--- config.mk ---
export PLATFORM = sky130hd
export DESIGN_NAME = uart_tx_monitor
export DESIGN_NICKNAME = d
export VERILOG_FILES = /design/src/rtl/uart_tx_monitor_pkg.sv /design/src/rtl/uart_tx_monitor_byte_fifo.sv /design/src/rtl/uart_tx_monitor.sv
export SDC_FILE = /design/constraint.sdc
export NUM_CORES = 1
export LEC_CHECK = 0
export ABC_AREA = 1
export BUFFER_PORTS_ARGS = -buffer_cell sky130_fd_sc_hd__clkbuf_2
export CORE_ASPECT_RATIO = 1.2
export CORE_UTILIZATION = 30
export CTS_CLUSTER_DIAMETER = 60
export CTS_CLUSTER_SIZE = 8
export DETAILED_ROUTE_END_ITERATION = 8
export HOLD_SLACK_MARGIN = 0.03
export PLACE_DENSITY_LB_ADDON = 0.05
export SYNTH_ARGS = -nofsm -noshare
export SYNTH_HDL_FRONTEND = slang
export SYNTH_SLANG_ARGS = --single-unit
--- constraint.sdc ---
create_clock -name io_clock -period 3.7 [get_ports io_clock]
set_input_delay 0.74 -clock io_clock [delete_from_list [all_inputs] [get_ports io_clock]]
set_output_delay 0.74 -clock io_clock [all_outputs]
set_load 0.02 [all_outputs]
--- src/rtl/uart_tx_monitor_pkg.sv ---
// rtl/uart_tx_monitor_pkg.sv - shared types, constants and baud helpers for the UART monitor
package uart_tx_monitor_pkg;

   localparam int DATA_BITS = 8;

   typedef enum logic [2:0] {
      IDLE,
      START,
      DATA,
      STOP,
      BREAK
   } rx_state_e;

   // Whole clock cycles per serial bit; the remainder is simply dropped.
   function automatic int clks_per_bit(input int clk_freq_hz, input int baud);
      return clk_freq_hz / baud;
   endfunction

   // Width that can hold 0 .. clks_per_bit-1 (never less than one bit).
   function automatic int cnt_width(input int clk_freq_hz, input int baud);
      return $clog2(clks_per_bit(clk_freq_hz, baud) + 1);
   endfunction

endpackage

--- src/rtl/uart_tx_monitor_byte_fifo.sv ---
// rtl/uart_tx_monitor_byte_fifo.sv - first-word-fall-through synchronous FIFO for decoded bytes
module byte_fifo #(
   parameter int DEPTH = 16,
   parameter int WIDTH = 8
) (
   input  logic                     clk_i,
   input  logic                     rst_ni,
   input  logic                     push_i,
   input  logic [WIDTH-1:0]         wdata_i,
   input  logic                     pop_i,
   output logic [WIDTH-1:0]         rdata_o,
   output logic                     full_o,
   output logic                     empty_o,
   output logic [$clog2(DEPTH):0]   level_o
);

   localparam int AW = $clog2(DEPTH);

   logic [WIDTH-1:0] mem_q [DEPTH];
   logic [AW-1:0]    wr_ptr_q, wr_ptr_d;
   logic [AW-1:0]    rd_ptr_q, rd_ptr_d;
   logic [AW:0]      level_q, level_d;
   logic             wr_en, rd_en;

   assign full_o  = (level_q == (AW+1)'(DEPTH));
   assign empty_o = (level_q == '0);
   assign level_o = level_q;
   // A pop frees the slot a same-cycle push needs, so full does not block it.
   assign rd_en   = pop_i && !empty_o;
   assign wr_en   = push_i && (!full_o || rd_en);
   // Head byte is presented combinationally; zero while nothing is stored.
   assign rdata_o = empty_o ? '0 : mem_q[rd_ptr_q];

   // Pointer and level bookkeeping for the accepted push/pop of this cycle.
   always_comb begin
      wr_ptr_d = wr_ptr_q;
      rd_ptr_d = rd_ptr_q;
      level_d  = level_q;
      if (wr_en) wr_ptr_d = wr_ptr_q + AW'(1);
      if (rd_en) rd_ptr_d = rd_ptr_q + AW'(1);
      if (wr_en && !rd_en) level_d = level_q + (AW+1)'(1);
      else if (rd_en && !wr_en) level_d = level_q - (AW+1)'(1);
   end

   // Storage array; contents need no reset because level gates visibility.
   always_ff @(posedge clk_i) begin
      if (wr_en) mem_q[wr_ptr_q] <= wdata_i;
   end

   // Pointer and level registers.
   always_ff @(posedge clk_i or negedge rst_ni) begin
      if (!rst_ni) begin
         wr_ptr_q <= '0;
         rd_ptr_q <= '0;
         level_q  <= '0;
      end else begin
         wr_ptr_q <= wr_ptr_d;
         rd_ptr_q <= rd_ptr_d;
         level_q  <= level_d;
      end
   end

endmodule

--- src/rtl/uart_tx_monitor.sv ---
// rtl/uart_tx_monitor.sv - bench-side UART receiver with byte FIFO, CTS and error flags
module uart_tx_monitor
   import uart_tx_monitor_pkg::*;
#(
   parameter int CLK_FREQ_HZ   = 100_000_000,
   parameter int BAUD          = 115_200,
   parameter int FIFO_DEPTH    = 16,
   parameter int CTS_THRESHOLD = 12
) (
   input  logic        io_clock,
   input  logic        io_sysReset_n,
   input  logic        io_rxd,
   output logic        io_cts,
   output logic [7:0]  io_data,
   output logic        io_valid,
   input  logic        io_ready,
   output logic        io_frameError,
   output logic        io_overrun,
   input  logic        io_errorClear,
   output logic [31:0] io_byteCount
);

   localparam int CLKS_PER_BIT = clks_per_bit(CLK_FREQ_HZ, BAUD);
   localparam int CW           = cnt_width(CLK_FREQ_HZ, BAUD);
   localparam int LW           = $clog2(FIFO_DEPTH) + 1;
   localparam int BW           = $clog2(DATA_BITS);
   localparam logic [CW-1:0] BIT_LAST  = CW'(CLKS_PER_BIT - 1);
   localparam logic [CW-1:0] HALF_LAST = CW'(CLKS_PER_BIT / 2 - 1);

   logic                 rst_meta_q, rst_sync_q, rst_n;
   logic                 rxd_meta_q, rxd_s_q;
   rx_state_e            state_q, state_d;
   logic [CW-1:0]        cnt_q, cnt_d;
   logic [BW-1:0]        bit_q, bit_d;
   logic [DATA_BITS-1:0] shift_q, shift_d;
   logic                 push, frame_set;
   logic                 fifo_full, fifo_empty, pop, push_ok, overrun_set;
   logic [LW-1:0]        level;
   logic                 frame_q, frame_d, overrun_q, overrun_d, cts_q, cts_d;
   logic [31:0]          count_q, count_d;

   // Reset asserts immediately but is released in step with the clock.
   always_ff @(posedge io_clock or negedge io_sysReset_n) begin
      if (!io_sysReset_n) {rst_meta_q, rst_sync_q} <= 2'b00;
      else                {rst_meta_q, rst_sync_q} <= {1'b1, rst_meta_q};
   end
   assign rst_n = rst_sync_q;

   // Two-flop synchroniser on the serial line; idles high out of reset.
   always_ff @(posedge io_clock or negedge rst_n) begin
      if (!rst_n) {rxd_meta_q, rxd_s_q} <= 2'b11;
      else        {rxd_meta_q, rxd_s_q} <= {io_rxd, rxd_meta_q};
   end

   // Receive FSM: mid-bit sampling, LSB first, stop-bit validation.
   always_comb begin
      state_d   = state_q;
      cnt_d     = cnt_q;
      bit_d     = bit_q;
      shift_d   = shift_q;
      push      = 1'b0;
      frame_set = 1'b0;
      unique case (state_q)
         IDLE: if (!rxd_s_q) begin
            state_d = START;
            cnt_d   = '0;
         end
         START: if (cnt_q == HALF_LAST) begin
            cnt_d = '0;
            bit_d = '0;
            state_d = rxd_s_q ? IDLE : DATA;
         end else cnt_d = cnt_q + CW'(1);
         DATA: if (cnt_q == BIT_LAST) begin
            cnt_d   = '0;
            shift_d = {rxd_s_q, shift_q[DATA_BITS-1:1]};
            if (bit_q == BW'(DATA_BITS - 1)) state_d = STOP;
            else bit_d = bit_q + BW'(1);
         end else cnt_d = cnt_q + CW'(1);
         STOP: if (cnt_q == BIT_LAST) begin
            cnt_d = '0;
            if (rxd_s_q) begin
               push    = 1'b1;
               state_d = IDLE;
            end else begin
               frame_set = 1'b1;
               state_d   = BREAK;
            end
         end else cnt_d = cnt_q + CW'(1);
         BREAK: if (rxd_s_q) state_d = IDLE;
         default: state_d = IDLE;
      endcase
   end

   // Receive FSM registers.
   always_ff @(posedge io_clock or negedge rst_n) begin
      if (!rst_n) begin
         state_q <= IDLE;
         cnt_q   <= '0;
         bit_q   <= '0;
         shift_q <= '0;
      end else begin
         state_q <= state_d;
         cnt_q   <= cnt_d;
         bit_q   <= bit_d;
         shift_q <= shift_d;
      end
   end

   assign pop         = !fifo_empty && io_ready;
   assign push_ok     = push && (!fifo_full || pop);
   assign overrun_set = push && fifo_full && !pop;

   byte_fifo #(
      .DEPTH (FIFO_DEPTH),
      .WIDTH (DATA_BITS)
   ) u_fifo (
      .clk_i   (io_clock),
      .rst_ni  (rst_n),
      .push_i  (push),
      .wdata_i (shift_q),
      .pop_i   (pop),
      .rdata_o (io_data),
      .full_o  (fifo_full),
      .empty_o (fifo_empty),
      .level_o (level)
   );

   // Sticky flags (a new error beats a clear), byte counter and CTS level.
   always_comb begin
      frame_d   = frame_set   | (frame_q   & ~io_errorClear);
      overrun_d = overrun_set | (overrun_q & ~io_errorClear);
      count_d   = count_q + {31'd0, push_ok};
      cts_d     = (level >= LW'(CTS_THRESHOLD));
   end

   // Status registers.
   always_ff @(posedge io_clock or negedge rst_n) begin
      if (!rst_n) begin
         frame_q   <= 1'b0;
         overrun_q <= 1'b0;
         count_q   <= '0;
         cts_q     <= 1'b0;
      end else begin
         frame_q   <= frame_d;
         overrun_q <= overrun_d;
         count_q   <= count_d;
         cts_q     <= cts_d;
      end
   end

   assign io_valid      = !fifo_empty;
   assign io_cts        = cts_q;
   assign io_frameError = frame_q;
   assign io_overrun    = overrun_q;
   assign io_byteCount  = count_q;

endmodule
* Yosys cells after proc, flatten, opt, wreduce, memory -nomap -nowiden
Memory sizes are Yosys's and may differ from the RTL's. Cells that the tools add are included.
Cells by class: bitwise gates (word level) 5, divide/modulo/power cells 0, reductions and logical operators 25, $mul 0, add/subtract/negate cells 7, equal/unequal tests 15, muxes and demuxes 28, shift operators 0, magnitude comparators 1
Operator list (count):
- 32-bit by 1-bit adder with 32-bit output | 1
- 10-bit two-way mux | 3
- 3-bit two-way mux | 10
- 10-bit case mux with 3 select lines | 1
- 3-bit case mux with 5 select lines | 1
- 2-bit != test, second input constant | 7
- 10-bit by 1-bit adder with 10-bit output, second input constant | 1
- 10-bit equality test, second input constant | 1
- 10-bit by 9-bit equality test with 1-bit output, second input constant | 1
- 5-bit two-way mux | 2
- 4-bit by 1-bit adder with 4-bit output, second input constant | 2
- 1-bit logical AND | 8
- 1-bit two-way mux | 8
- 8-bit two-way mux | 1
- 3-bit by 2-bit equality test with 1-bit output, second input constant | 2
- 3-bit equality test, second input constant | 2
- 3-bit case mux with 2 select lines | 1
- 6-bit AND reduction | 1
- 5-bit by 1-bit adder with 5-bit output, second input constant | 1
- 5-bit equality test, second input constant | 1
- 5-bit by 4-bit greater-or-equal comparator with 1-bit output, second input constant | 1
- 1-bit logical NOT | 5
- 5-bit logical NOT | 1
- 5-bit by 1-bit subtractor with 5-bit output, second input constant | 1
- 13 further kinds | 18
Storage, ports and cells: register bits 76, latch bits 0, word-level logic and storage cells 97, memories 1, output and inout port bits 44, memory bits (read-only) 0, RAM bits 128
Memories:
- u_fifo.mem_q | words 16, bits a word 8, rd ports 1, clocked after memory_dff 0, write ports 1, RTL line uart_tx_monitor_byte_fifo.sv:19 | logic [WIDTH-1:0] mem_q [DEPTH];

* Logic depth before layout (Yosys ltp)
Gate-level depths: netlist of run 1.
word-level depth 10, mapped depth 14, gate-level depth less buffers 14

* Modules after synthesis
Synthesis of run 1 repeated with hierarchy kept, for this count alone.
Unflattened totals: cells, all modules 961, area total of the unflattened synthesis 9429.0 sq um
Modules (own cells, without submodules):
- byte_fifo | seq. area each 4169.0 sq um, times used 1, area an instance 6009.5 sq um, cells each 530
- uart_tx_monitor | seq. area each 1579.0 sq um, times used 1, area an instance 3419.5 sq um, cells each 431

* Worst setup path before layout of run 1
No wires, ideal clock.
kind flip-flop to flip-flop, start register cnt_q[0], end register u_fifo.level_q[4], in the netlist u_fifo.level_o[4], cell stages (with the launch flop) 15, slack 1.174 ns, data arrival time 2.444 ns, clock period less this slack 2.526 ns, path through dfrtp_1 > ha_1 > nand3_1 > nor3_4 > nand3_4 > inv_6 > ha_1 > inv_1 > fa_1 > nand2_1 > nand2_1 > a21oi_1 > xor2_1 > nand2_1 > o21ai_0
Between the ends: word-level cells in the longest chain between the ends 7, elaborated cells on any way between the ends 9
Ends and longest elaborated chain:
- start: declaration | RTL line uart_tx_monitor.sv:33 | logic [CW-1:0] cnt_q, cnt_d;
- start signal: assignment | RTL line uart_tx_monitor.sv:103 | cnt_q <= cnt_d;
- 10-bit equality test (*) | RTL line uart_tx_monitor.sv:79 | STOP: if (cnt_q == BIT_LAST) begin
- 1-bit two-way mux (*) | RTL line uart_tx_monitor.sv:79
- 1-bit two-way mux (*) | RTL line uart_tx_monitor.sv:63 | unique case (state_q)
- 1-bit logical AND (*) | RTL line uart_tx_monitor_byte_fifo.sv:30 | assign wr_en = push_i && (!full_o || rd_en);
- net u_fifo.wr_en | RTL line uart_tx_monitor_byte_fifo.sv:23 | logic wr_en, rd_en;
- 1-bit logical NOT | RTL line uart_tx_monitor_byte_fifo.sv:42 | else if (rd_en && !wr_en) level_d = level_q - (AW+1)'(1);
- 1-bit logical AND | RTL line uart_tx_monitor_byte_fifo.sv:42
- 2-bit nonzero test (no source line)
- end signal: assignment | RTL line uart_tx_monitor_byte_fifo.sv:59 | level_q <= level_d;
- end: declaration | RTL line uart_tx_monitor_byte_fifo.sv:22 | logic [AW:0] level_q, level_d;
Mark *: on every way through the listed nets, which the timed path passes. The rest lies on a longest branch. A chain may end at the register's enable or synchronous reset.

* Worst setup path after layout of run 1
start register u_fifo.rd_ptr_q[0], end output port io_data[1]
Between the ends: word-level cells in the longest chain between the ends 2
Ends and longest elaborated chain:
- start: declaration | RTL line uart_tx_monitor_byte_fifo.sv:21 | logic [AW-1:0] rd_ptr_q, rd_ptr_d;
- start signal: assignment | RTL line uart_tx_monitor_byte_fifo.sv:58 | rd_ptr_q <= rd_ptr_d;
- memory 16 x 8 bit
- 8-bit two-way mux | RTL line uart_tx_monitor_byte_fifo.sv:32 | assign rdata_o = empty_o ? '0 : mem_q[rd_ptr_q];
- end: declaration | RTL line uart_tx_monitor.sv:14 | output logic [7:0] io_data,
No other way between the ends.

==> results of run 1 <==
-- through the flow --
stage | hold slack, ns | utilization [%]
CTS | 0.274 | 35.8
global placement | 0.338 | 32.8
floorplan | 0.331 | -
finish | 0.296 | 35.8
detailed placement | 0.340 | 32.8
global route | 0.272 | 35.8
-- cells by family after synthesis --
group / count (synthesis) / synth area share [%]
XOR/XNOR: 36 / 3.42
adder cells (fa/ha/maj): 16 / 2.25
buffers and inverters: 85 / 3.69
AND/OR/NAND/NOR: 570 / 26.7
other: 1 / 0.0406
flip-flops: 204 / 62.3
AO/OA/AOI/OAI: 30 / 1.68
-- placed cells by master (no fill, tap or decap), types with 2 or more instances in the layout --
| master | Yosys | routed |
|---|---|---|
| clkinv_1 | 2 | 2 |
| xnor2_1 | 4 | 4 |
| nor2_2 | 2 | 2 |
| nand3_1 | 134 | 134 |
| edfxtp_1 | 128 | 128 |
| and3_1 | 2 | 2 |
| inv_2 | 2 | 3 |
| buf_12 | 0 | 2 |
| o22ai_1 | 2 | 2 |
| nor2_1 | 83 | 83 |
| buf_4 | 0 | 11 |
| nand4_1 | 11 | 11 |
| nand3b_1 | 7 | 7 |
| clkbuf_2 | 0 | 48 |
| nand2_1 | 306 | 306 |
| clkbuf_16 | 0 | 31 |
| inv_1 | 54 | 53 |
| nand2_4 | 4 | 4 |
| xor2_1 | 32 | 32 |
| ha_1 | 15 | 15 |
| nor3_1 | 15 | 15 |
| clkbuf_1 | 9 | 21 |
| dfrtp_1 | 74 | 72 |
| a21oi_1 | 13 | 13 |
| dfstp_2 | 2 | 2 |
| o21ai_0 | 13 | 13 |
-- critical path, stage by stage, from the launching register on --
cell      delay, ns
dfrtp_2        0.63
inv_2          0.17
buf_4          0.35
nand2_1        0.10
nand3_1        0.09
nand3_1        0.10
nand2_1        0.14
nand2_1        0.07
a21oi_1        0.18
clkbuf_2       0.19
-- path summary, 6_finish.rpt --
path                               startpoint                to  cells past startpoint
max                        u_fifo.rd_ptr_q[0]        io_data[1]                      9
min                                    io_rxd        rxd_meta_q                      1
max reg2reg                          cnt_q[0]  io_byteCount[30]                     14
min reg2reg                        rxd_meta_q           rxd_s_q                      0
max in group asynchronous               rst_n        rxd_meta_q                      1
min in group asynchronous               rst_n        shift_q[5]                      0
-- routing by layer --
layer / part of all wire [%] / track usage, %
met5: 0 / 0
met4: 1.6 / 4.05
met3: 3.6 / 2.10
met2: 50 / 27.5
met1: 45 / 19.7
-- final cells by class --
| class | count | area [sq um] |
|---|---|---|
| Fill cell | 3109 | 19500 |
| Sequential cell | 204 | 5750 |
| Multi-Input combinational cell | 653 | 3140 |
| Clock buffer | 53 | 868 |
| Tap cell | 396 | 495 |
| Timing Repair Buffer | 62 | 373 |
| Inverter | 59 | 226 |
| Clock inverter | 2 | 13.8 |
-- registers in the layout (all words and copies together), names as in the netlist --
| name | flops |
|---|---|
| u_fifo.level_o | 5 |
| rxd_meta_q | 1 |
| io_frameError | 1 |
| rst_meta_q | 1 |
| u_fifo.wr_ptr_q | 4 |
| rxd_s_q | 1 |
| shift_q | 8 |
| cnt_q | 10 |
| io_cts | 1 |
| state_q | 3 |
| u_fifo.rd_ptr_q | 4 |
| u_fifo.mem_q | 128 |
| rst_n | 1 |
| bit_q | 3 |
| io_byteCount | 32 |
| io_overrun | 1 |
-- power by group through the flow --
| stage | clock, W | sequential, W | combinational, W |
|---|---|---|---|
| after global placement | 0 | 0.00272 | 0.00168 |
| after detailed placement | 0 | 0.00272 | 0.00168 |
| final | 0.00256 | 0.00267 | 0.00164 |
| after CTS | 0.00263 | 0.00267 | 0.00169 |
| after floorplan | 0 | 0.00262 | 0.00118 |
| after global routing | 0.00272 | 0.00270 | 0.00185 |
==> results.md, run 1 <==
* Status: finished, final reports clean
* Drt via density at ~4.5
* H-tree level count at 1
* Final #Nets at about 1000
* Syn_area_per_cell at 9.80 sq um
* Post-route ant nets at 0
* Crit Path Max Fanout at 33
* Die Ht at approximately 190 um
* RSZ-0062 raised after global routing: false
* Area added between synthesis and finish at 17.8%
* Mapped cell area at approximately 9200 sq um
* Fmax at ~0.30 GHz
* Switching Share at between 30 and 40%
* Share of cells above drive strength 1 at 11.0%
* Most common cell in the synthesized netlist: nand2_1
* Initial antenna violation count at 0
* Pwr Total at slightly below 0.007 W
* Flop pwr share at about 40%
* Gpl congestion at approximately 0.80
* Sink Count at 204
* Crit path launch type: flop
* Maximum number of pins on one net before global-route repair at 50
* Comb pwr share at 23.9%
* Commonest cells in the netlist: 306 x nand2_1, 134 x nand3_1, 128 x edfxtp_1, 83 x nor2_1, 74 x dfrtp_1
* Remaining Overflow, GRT at 0
* Worst-Margin Slew at approximately 0.83 ns
* DRC viols at 0
* Synth area leader: edfxtp_1
* Rows at 70
* Ys flop type: edfxtp_1
* Switching power at ~0.0023 W
* Number of synthesized flops with an enable pin at roughly 130
* Core ar. at slightly above 30000 sq um
* Port Buffers at 48
* #FFs+latches synth at ~200
* Maximum root-to-sink buffer count at 3
* Ports at roughly 50
* Clk_lat worst skew at 0.54 ns
* Max Clock Skew at roughly 0.019 ns
* Post-cts resize count at 0
* Root buf cell: clkbuf_16
* DR vias at 6500
* CTS clock-pin slew for the worst setup and hold paths at ~0.050 ns
* GRT Overall Usage at 15.6%
* WS Path Type: reg2out
* LEAKAGE at around 4.8 nW
* Die area at 31500 sq um
* Synth top area share at a little over two fifths
* HPWL Detailed at 16200 um
* Synth async-reset ratio at between 30% and 40%
* Detailed router's first-iteration violation count at 280
* Chip width at between 150 and 200 um
* Postcts setup bufs at 0
* Wirelength per Cell at approximately 17 um
* Final setup margin at between 0.3 and 0.4 ns
* Fin cells at around 1400
* Number of distinct library cells after synthesis at 35
* Worst hold path type: in2reg
* Placed Area at between 9000 and 10000 sq um
* Ant. Diodes at 0
* Final setup viols at 0
* Dpl ws at roughly 0.71 ns
* Hold_buf cts at 1
* Critical path endpoint category: output pin
* Pwr Density at ~630 nW/um^2
* Num CTS Buffers at 30
* Starting Density at 30.4%
* Tcrit/Tclk final at roughly nine tenths
* Clock power share at between 30% and 40%
* Final instance area at roughly 11000 sq um
* Fin. Hold Viols at 0
* Final WL at about 24000 um
* Fin. max-slew vios at 0
* CP arrival at between 2 and 3 ns
* Area contributors post-synth: edfxtp_1 42%, dfrtp_1 20%, nand2_1 12%
* Max-slew headroom at approximately 44%
* Mapped Cells at roughly 940
* Yosys warns at 0
* Tmin final at approximately 3.3 ns
* Register area share after synthesis at just over 60%
* Reg2Reg Setup Slack at 1.00 ns
* Maxcap violations at 0
* First-pass GRT wire length at between 30000 and 40000 um
* Placed cells at around 1400
* Net Count, Synth at 963
* Worst IR Drop VDD at approximately 0.25 mV
* Setup TNS Final at 0 ns
* 1st-pass router iterations at 4
* CTS tree: yes
* Cell internal pwr at between 0.004 and 0.005 W
* Worst endpoint required time at roughly 3.0 ns
* Number of global-route vias before repair at between 6000 and 7000
Power figures use the tool's default switching activity.
==> inputs of run 2 (changes only) <==
--- a/config.mk
+++ b/config.mk
@@ -14,6 +14,8 @@
 export DETAILED_ROUTE_END_ITERATION = 8
 export HOLD_SLACK_MARGIN = 0.03
 export PLACE_DENSITY_LB_ADDON = 0.05
+export SKIP_CTS_REPAIR_TIMING = 1
 export SYNTH_ARGS = -nofsm -noshare
 export SYNTH_HDL_FRONTEND = slang
+export SYNTH_HIERARCHICAL = 1
 export SYNTH_SLANG_ARGS = --single-unit
==> run 2 against run 1 <==
Effect of this change:
- global-route usage shrank 0.066 points
- critical path depth shrank 1
- combinational power shrank 78%
- clock power shrank 7%
- highest routed layer unchanged
- area after synthesis grew 2.1%
- hold slack gained 0.0076 ns
- maximum frequency grew 2.7%
- largest cell class unchanged
==> results.md, run 2 <==
* DR vias at 6528 (was 6500)
* Worst r2r src: cnt_q[0] (unchanged)
* CTS clock-pin slew for the worst setup and hold paths at 0.05 ns (about the same)
* FF+latch area at 5750 sq um (unchanged)
* Crit Path Max Fanout at 66 (was 33)
* Number of distinct library cells after synthesis at 39 (was 35)
* Worst IR Drop VDD at 0.260 mV (was 0.254 mV)
* R2r endpoint: u_fifo/level_o[4] (was io_byteCount[30])
* Final setup margin at 0.465 ns (was 0.376 ns)
* Crit path from: u_fifo/rd_ptr_q[0] (was u_fifo.rd_ptr_q[0])
* RSZ-0062 raised after global routing: false (unchanged)
* Dpl ws at 0.882 ns (was 0.707 ns)
* Initial antenna violation count at 0 (unchanged)
* Area contributors post-synth: edfxtp_1 41%, dfrtp_1 20%, nand2_1 13% (was edfxtp_1 42%, dfrtp_1 20%, nand2_1 12%)
* Mapped cell area at 9430 sq um (was 9230 sq um)
* Largest delay contributor family on the critical path: buffers and inverters (unchanged)
* Wirelength per Cell at 16.4 um (was 16.6 um)
* Fin. Hold Viols at 0 (unchanged)
* Commonest cells in the netlist: 330 x nand2_1, 131 x nand3_1, 128 x edfxtp_1, 74 x dfrtp_1, 68 x nor2_1 (was 306 x nand2_1, 134 x nand3_1, 128 x edfxtp_1, 83 x nor2_1, 74 x dfrtp_1)
* Worst reg2reg path depth at 18 (was 14)
* Detailed router's first-iteration violation count at 282 (was 280)
* Root buf cell: clkbuf_16 (unchanged)
* Worst-Margin Slew at 1.00 ns (was 0.832 ns)
* Placed cells at 1389 (was 1373)
* Pwr Density at 483 nW/um^2 (was 631 nW/um^2)
* Fin. max-slew vios at 0 (unchanged)
* Final #Nets at 1047 (was 1031)
* Num CTS Buffers at 29 (was 30)
* Max Clock Skew at 0.00929 ns (was 0.0186 ns)
* Port Buffers at 48 (unchanged)
* Reg2Reg Setup Slack at 0.90 ns (was 1.00 ns)
* Most frequent cells in the layout: 330 x nand2_1, 131 x nand3_1, 128 x edfxtp_1, 72 x dfrtp_1, 68 x nor2_1 (was 306 x nand2_1, 134 x nand3_1, 128 x edfxtp_1, 83 x nor2_1, 72 x dfrtp_1)
* Final setup viols at 0 (unchanged)
* Synth area leader: edfxtp_1 (unchanged)
* Most common cell on crit path: nand2_1 (unchanged)
* First-pass GRT wire length at 38300 um (was 38100 um)
* 1st-pass router iterations at 4 (unchanged)
* Mapped Cells at 961 (was 942)
* Sink Count at 204 (unchanged)
* Ports at 49 (unchanged)
* Largest reg by FF count: u_fifo/mem_q (was u_fifo.mem_q)
* Yosys warns at 6 (was 0)
* Drt via density at 4.53 (was 4.55)
* DRC viols at 0 (unchanged)
* Number of synthesized flops with an enable pin at 128 (unchanged)
* Final instance area at 10900 sq um (about the same)
* Crit path buf inv count at 2 (was 3)
* Syn_area_per_cell at 9.81 sq um (was 9.80 sq um)
* Fillcell total at 3113 (was 3109)
* Crit-path cells: buf_4, nand2_1, nand3_1, nand3_1, nand2_1, nand2_1, a21oi_1, clkbuf_2 (was inv_2, buf_4, nand2_1, nand3_1, nand3_1, nand2_1, nand2_1, a21oi_1, clkbuf_2)
* Register area share after synthesis at 61.0% (was 62.3%)
* Ant. Diodes at 0 (unchanged)
* Starting Density at 30.7% (was 30.4%)
* GRT Overall Usage at 15.5% (was 15.6%)
* Slowest-stage cell, CP: buf_4 (was dfrtp_2)
* Synth async-reset ratio at 37.3% (unchanged)
* Die Ht at 196 um (was 194 um)
* Die area at 32100 sq um (was 31500 sq um)
* Crit path to: io_data[7] (was io_data[1])
* Critical path endpoint category: output pin (unchanged)
* Most common cell in the synthesized netlist: nand2_1 (unchanged)
* Maxcap violations at 0 (unchanged)
* Clk_lat worst skew at 0.52 ns (was 0.54 ns)
* HPWL Detailed at 15600 um (was 16200 um)
* Status: finished, final reports clean (unchanged)
* Gpl congestion at 0.761 (was 0.796)
* Stages on worst setup path at 8 (was 9)
* Max FFs per register at 128 (unchanged)
* Synth top area share at 40.8% (was 41.6%)
* Commonest non-fill, non-tap cell in the layout: nand2_1 (unchanged)
* WS Path Type: reg2out (unchanged)
* LEAKAGE at 4.77 nW (was 4.82 nW)
* Number of global-route vias before repair at 6808 (was 6748)
* CP arrival at 2.49 ns (was 2.58 ns)
* Rows at 70 (unchanged)
* Chip width at 164 um (was 162 um)
* Worst hold path type: in2reg (unchanged)
* Area of the multi-input gates at 3270 sq um (was 3140 sq um)
* Share of cells above drive strength 1 at 12.7% (was 11.0%)
* Setup TNS Final at 0 ns (unchanged)
* Max-slew headroom at 33.2% (was 44.3%)
* Pwr Total at 0.00527 W (was 0.00687 W)
* Fmax at 0.309 GHz (was 0.301 GHz)
* CP max stage delay at 0.62 ns (was 0.63 ns)
* Ys flop type: edfxtp_1 (unchanged)
* Core ar. at 30700 sq um (was 30400 sq um)
* Area added between synthesis and finish at 15.7% (was 17.8%)
* H-tree level count at 1 (unchanged)
* Tcrit/Tclk final at 87.4% (was 89.8%)
* #FFs+latches synth at 204 (unchanged)
* Crit path launch type: flop (unchanged)
* Maximum number of pins on one net before global-route repair at 75 (was 50)
* Remaining Overflow, GRT at 0 (unchanged)
* Post-route ant nets at 0 (unchanged)
* Fin cells at 1441 (was 1429)
* Tmin final at 3.23 ns (was 3.32 ns)
* Final WL at 23700 um (about the same)
* Worst endpoint required time at 2.96 ns (about the same)
* Placed Area at 10100 sq um (was 9980 sq um)
* Net Count, Synth at 983 (was 963)
* CTS tree: yes (unchanged)
* Maximum root-to-sink buffer count at 3 (unchanged)
## run 2: final cells by class
| class | instances | area share [%] |
|---|---|---|
| Clock buffer | 50 | 7.37 |
| Clock inverter | 1 | 0.0459 |
| Inverter | 64 | 2.24 |
| Multi-Input combinational cell | 667 | 30.0 |
| Sequential cell | 204 | 52.7 |
| Tap cell | 396 | 4.54 |
| Timing Repair Buffer | 59 | 3.10 |
## run 2: power breakdown
group	switching (W)	total, W	internal, W
Combinational	0.000247	0.000360	0.000113
Sequential	0.0000718	0.00253	0.00246
Clock	0.000932	0.00238	0.00145
Total	0.00125	0.00527	0.00402
## run 2: per-stage QoR
stage | util, % | hold slack (ns)
finish | 35.5 | 0.304
global route | 35.5 | 0.287
global placement | 32.8 | 0.338
floorplan | - | 0.331
detailed placement | 32.8 | 0.335
CTS | 35.5 | -0.0193
## run 2: cell families (layout without fill, tap and decap cells)
family                     after synthesis  in the layout  share of synthesized area (%)
and+or+nand+nor                        592            592                           28.0
DFF                                    204            204                           61.0
buffers and inverters                   90            174                           4.35
xor gates and xnor gates                29             29                           2.69
AOI/OAI and AO/OA                       28             28                           1.62
adders and majority gates               17             17                           2.34
other                                    1              1                         0.0398
## run 2: layer usage
layer	global-route usage [%]	up-vias	wire length, um	part of all wire [%]
li1	-	3314	-	-
met1	20.1	3093	10800	45
met2	27.1	91	11700	49
met3	2.20	30	831	3.5
met4	3.53	0	406	1.7
met5	0	-	0	0
## run 2: how the worst min path moves through the flow
stage | from | end | slack (ns) | cells past startpoint
after floorplan | rst_meta_q | rst_n | 0.33 | 0
after global placement | rst_meta_q | rst_n | 0.34 | 0
after detailed placement | rst_meta_q | rst_n | 0.33 | 0
after CTS | io_sysReset_n | rst_n | -0.02 | 1
after global routing | io_rxd | rxd_meta_q | 0.29 | 1
final | io_rxd | rxd_meta_q | 0.30 | 1
